**config.mk**
```make
export PLATFORM = sky130hd
export DESIGN_NAME = jtag_tdr
export DESIGN_NICKNAME = d
export VERILOG_FILES = /design/src/rtl/jtag_tdr.sv
export SDC_FILE = /design/constraint.sdc
export NUM_CORES = 1
export LEC_CHECK = 0
export CAP_MARGIN = 40
export CELL_PAD_IN_SITES_DETAIL_PLACEMENT = 0
export CELL_PAD_IN_SITES_GLOBAL_PLACEMENT = 1
export CORE_MARGIN = 2
export CORE_UTILIZATION = 41
export CTS_BUF_LIST = sky130_fd_sc_hd__clkbuf_8
export DETAILED_ROUTE_END_ITERATION = 8
export GPL_ROUTABILITY_DRIVEN = 0
export PLACE_DENSITY = 0.8
export SYNTH_ARGS = -nofsm -noshare
export SYNTH_HDL_FRONTEND = slang
export SYNTH_SLANG_ARGS = --single-unit
```
**constraint.sdc**
```tcl
create_clock -name TCK -period 2.5 [get_ports TCK]
set_clock_uncertainty 0.2 [all_clocks]
set_input_delay 0.375 -clock TCK [delete_from_list [all_inputs] [get_ports TCK]]
set_output_delay 0.375 -clock TCK [all_outputs]
set_load 0.01 [all_outputs]
```
**src/rtl/jtag_tdr.sv**
```systemverilog
// jtag_tdr: parametrised JTAG test data register with a shadow update stage and
// a 1-bit bypass mode, so one instance serves both a data register and BYPASS.
// Ports: TCK/TRST (async active-low) clock and reset; TDI/TDO serial path;
//   CaptureDR/ShiftDR/UpdateDR TAP decodes; Select/Bypass from the instruction decoder;
//   capture_data in, update_data/update_valid/len_err out to the core.
// Shift state moves on rising TCK; TDO and the update path move on falling TCK.
module jtag_tdr #(
  parameter int               WIDTH     = 32,
  parameter logic [WIDTH-1:0] RESET_VAL = '0
) (
  input  logic             TCK,
  input  logic             TRST,
  input  logic             TDI,
  input  logic             CaptureDR,
  input  logic             ShiftDR,
  input  logic             UpdateDR,
  input  logic             Select,
  input  logic             Bypass,
  input  logic [WIDTH-1:0] capture_data,
  output logic             TDO,
  output logic [WIDTH-1:0] update_data,
  output logic             update_valid,
  output logic             len_err
);

  localparam int                CNT_W    = $clog2(WIDTH + 2);
  localparam logic [CNT_W-1:0]  CNT_FULL = CNT_W'(WIDTH);
  // Saturating one past WIDTH keeps over-length shifts from wrapping back to WIDTH.
  localparam logic [CNT_W-1:0]  CNT_SAT  = CNT_W'(WIDTH + 1);

  logic [WIDTH-1:0] sr_q, sr_d;
  logic             bp_q, bp_d;
  logic [CNT_W-1:0] cnt_q, cnt_d;

  logic             tdo_q, tdo_d;
  logic [WIDTH-1:0] update_data_q, update_data_d;
  logic             update_valid_q, update_valid_d;
  logic             len_err_q, len_err_d;

  // Rising-edge capture/shift; capture wins if both decodes are asserted.
  always_comb begin
    sr_d  = sr_q;
    bp_d  = bp_q;
    cnt_d = cnt_q;
    if (Select) begin
      if (CaptureDR) begin
        cnt_d = '0;
        if (Bypass) bp_d = 1'b0;
        else        sr_d = capture_data;
      end else if (ShiftDR) begin
        if (Bypass) begin
          bp_d = TDI;
        end else begin
          sr_d = {TDI, sr_q[WIDTH-1:1]};
          if (cnt_q != CNT_SAT) cnt_d = cnt_q + 1'b1;
        end
      end
    end
  end

  always_ff @(posedge TCK or negedge TRST) begin
    if (!TRST) begin
      sr_q  <= '0;
      bp_q  <= 1'b0;
      cnt_q <= '0;
    end else begin
      sr_q  <= sr_d;
      bp_q  <= bp_d;
      cnt_q <= cnt_d;
    end
  end

  // Falling-edge TDO retiming and update. update_valid defaults low so it
  // lasts exactly one TCK period; len_err only changes on an evaluated update.
  always_comb begin
    tdo_d          = Bypass ? bp_q : sr_q[0];
    update_data_d  = update_data_q;
    update_valid_d = 1'b0;
    len_err_d      = len_err_q;
    if (Select && UpdateDR && !Bypass) begin
      if (cnt_q == CNT_FULL) begin
        update_data_d  = sr_q;
        update_valid_d = 1'b1;
        len_err_d      = 1'b0;
      end else begin
        len_err_d      = 1'b1;
      end
    end
  end

  always_ff @(negedge TCK or negedge TRST) begin
    if (!TRST) begin
      tdo_q          <= 1'b0;
      update_data_q  <= RESET_VAL;
      update_valid_q <= 1'b0;
      len_err_q      <= 1'b0;
    end else begin
      tdo_q          <= tdo_d;
      update_data_q  <= update_data_d;
      update_valid_q <= update_valid_d;
      len_err_q      <= len_err_d;
    end
  end

  assign TDO          = tdo_q;
  assign update_data  = update_data_q;
  assign update_valid = update_valid_q;
  assign len_err      = len_err_q;

endmodule

```
==> summary.md <==
| Metric | Value |
|---|---|
| Synth cell types | 32 |
| Filler instances | 670 |
| Initial antenna violation count | 0 |
| DPL Wire Length | 4.83 mm |
| Drt first pass iters | 4 |
| Share of layout cells above drive strength 1 | 0.390 |
| DR vias/cell | 4.76 |
| Total core area | 7810 µm² |
| Max Buffers Root-to-Sink | 2 |
| Switching Share | 0.273 |
| Dominant cell type by area after synthesis | dfrtp_1 |
| Reg power frac | 0.419 |
| Setup WS pre-CTS | -0.840 ns |
| CTS Buf Count | 9 |
| Hold Vio Cnt, Final | 0 |
| CTS sink cnt | 74 |
| Synth Area in Adders | 0.0112 |
| H-tree depth | 3 |
| Pwr Density | 863 nW/µm² |
| Gr usage total | 0.172 |
| Root buffer cell | clkbuf_8 |
| Ports | 75 |
| Compound-Gate Fraction of Synth Area | 0.0770 |
| Placed Cells | 465 |
| CTS tree | done |
| Failing checks | setup timing |
| Setup TNS | -24.40 ns |
| Maxcap violations | 0 |
| Chip Width | 94.4 µm |
| Vias in the first global route | 2474 |
| Non-Filler Instances | 510 |
| Iter 0 DRT Violations | 80 |
| Clk_lat worst skew | 0.34 ns |
| Final wirelength | 7.01 mm |
| Port-buffer cells | 74 |
| Switching pwr | 1.12 mW |
| Post-Syn Area | 3350 µm² |
| Detailed-route DRC error count | 0 |
| Die height | 94.4 µm |
| Critical-path cell list | nor4b_4 > nand3_4 > buf_12 > mux2_4 |
| Nets | 446 |
| PnR worst setup slack | -0.559 ns |
| RSZ-0062 raised after global routing | true |
| Placed Area | 4490 µm² |
| Clk pwr share | 0.246 |
| Worst-margin pin slew | 0.628 ns |
| Headroom to the max-slew limit | 0.581 |
| Slowest stage cell, crit path | dfrtp_1 |
| Crit path kind | flip-flop to flip-flop |
| Setup crit start kind | flip-flop |
| WP data arrival | 1.78 ns |
| Simple-gate share of the synthesized area | 0.0695 |
| GRT Residual Overflow | 0 |
| Syn avg cell area | 12.6 µm² |
| Layout area overhead | 42.1% |
| Num rows | 32 |
| Mux contribution to synthesized area | 0.241 |
| Synth Area in XOR/XNOR | 0.00784 |
| ANT nets after route | 0 |
| Critical Path End Type | flip-flop |
| HP Class | input pin to async pin |
| Syn_nets | 308 |
| Max Fanout on Critical Path | 16 |
| Syn. warnings | 0 |
| First-pass GRT wire length | 11.9 mm |
| Slew Limit Fails | 0 |
| Register area share after synthesis | 0.553 |
| Crit-path max cell delay | 0.41 ns |
| Power share of the combinational group | 0.335 |
| Starting Density | 0.429 |
| Cell Int Power | 2.99 mW |
| Largest family of logic cells by synthesized area | multiplexers |
| Status | complete, but fails checks |
| Top cells by area, synth | dfrtp_1 29%, dfrtn_1 26%, mux2_4 13% |
| Peak VDD IR | 0.313 mV |
| WL/cell | 13.8 µm |
| Routed vias | 2430 |
| Worst-path clk slew | 0.07 ns |
| Number of antenna diodes | 0 |
| Seq cells post-synth | 74 |
| Largest net degree at the start of global routing | 41 |
| Setup violators final | 69 |
| Leakage power | 2.40 nW |
| Req. time, crit path | 1.22 ns |
| Synth top area share | 0.291 |
| Cell area after layout | 4760 µm² |
| Die area | 8910 µm² |
| Synthesized instance count | 265 |
## flip-flops by register name, indices dropped and copies added (netlist names)
| signal | flops |
|---|---|
| sr_q | 32 |
| update_data | 32 |
| cnt_q | 6 |
| TDO | 1 |
| bp_q | 1 |
| len_err | 1 |
| update_valid | 1 |
## power by group through the flow
stage	registers, mW	clock network [mW]	logic [mW]
2_1_floorplan	1.81	0	0.510
3_3_place_gp	1.75	0	1.31
3_5_place_dp	1.75	0	1.34
4_1_cts	1.72	1.04	1.28
5_1_grt	1.76	1.11	1.50
6_report	1.72	1.01	1.37
## synth_stat cells
cell type and number:
a21oi_1 33, ha_1 3, xnor2_1 3, mux2i_1 33, dfrtp_1 39, a41oi_1 1, mux2_2 5, nor2_1 34
nor4b_4 1, o22ai_1 5, nor4_1 2, a22o_1 1, a211oi_1 1, nand3_1 2, a2111oi_0 1, o31ai_1 1
o21a_1 1, nor3_1 1, dfrtn_1 35, buf_2 7, a21boi_0 1, buf_6 4, o21ai_0 1, clkbuf_1 4
inv_1 9, buf_4 1, nand3_4 1, mux2_4 28, nor2b_1 1, nor2_2 2, nand2b_1 1, nand2_1 3
## area by class of cell
| type | count | area [µm²] | area share |
|---|---|---|---|
| clock buffers | 10 | 138 | 0.0289 |
| clock inverters | 6 | 81.3 | 0.0171 |
| inverters | 9 | 33.8 | 0.00710 |
| multi-input cells | 166 | 1380 | 0.290 |
| flip-flops and latches | 74 | 1850 | 0.389 |
| well taps | 102 | 128 | 0.0268 |
| repair buffers | 143 | 1150 | 0.242 |
## critical path, delay by kind of cell, from the launching register on
| family | cells | cell delay (ns) |
|---|---|---|
| buffers and inverters | 1 | 0.18 |
| multiplexers | 1 | 0.30 |
| AND/OR/NAND/NOR | 2 | 0.54 |
| flip-flops | 1 | 0.41 |
## through the flow
step	hold WS, ns	utilization	power [mW]
CTS	0.228	0.596	4.04
detailed placement	0.0563	0.575	3.09
global placement	0.0562	0.575	3.06
finish	0.241	0.610	4.11
floorplan	-0.121	-	2.32
global route	0.246	0.610	4.37
## per-layer routing
layer,vias to the layer above,share of wire,GRT usage,routed length (µm)
met1,1168,0.47,0.234,3260
met5,-,0,0,0
met3,8,0.047,0.0391,328
met4,0,0.010,0.0652,72
li1,1204,-,-,-
met2,50,0.48,0.271,3350
## placed cells by master, fill, tap and decap left out, types with 9 or more instances in the layout
master           count
clkbuf_8            10
dfrtn_1             35
inv_1                9
nor2_1              34
mux2i_1             33
clkdlybuf4s50_1     36
buf_4               63
mux2_4              28
buf_2               35
dfrtp_1             39
a21oi_1             33
## cell families after synthesis
logic type      count (synthesis)
fa+ha+maj                       3
compound gates                 46
simple gates                   48
xor+xnor                        3
mux                            66
flops                          74
buf+inv                        25
## worst paths after layout
check,endpoint,cells past startpoint,from,slack [ns]
setup / recovery,update_data[20],4,cnt_q[4],-0.56
hold / removal,sr_q[31],2,TRST,0.24
setup reg to reg,update_data[20],4,cnt_q[4],-0.56
hold reg to reg,update_data[4],1,update_data[4],0.27
max in group asynchronous,update_data[4],3,TRST,0.29
min in group TCK,update_data[4],1,update_data[4],0.27
## repair_timing
action                                  CTS  global route
resized for setup                       142             1
pin swaps                                 2             2
endpoints found under the setup margin   70            69
hold buffers                              1             0
buffers inserted                         15            13
hold endpoints to repair                 19             0
Power figures use the tool's default switching activity.
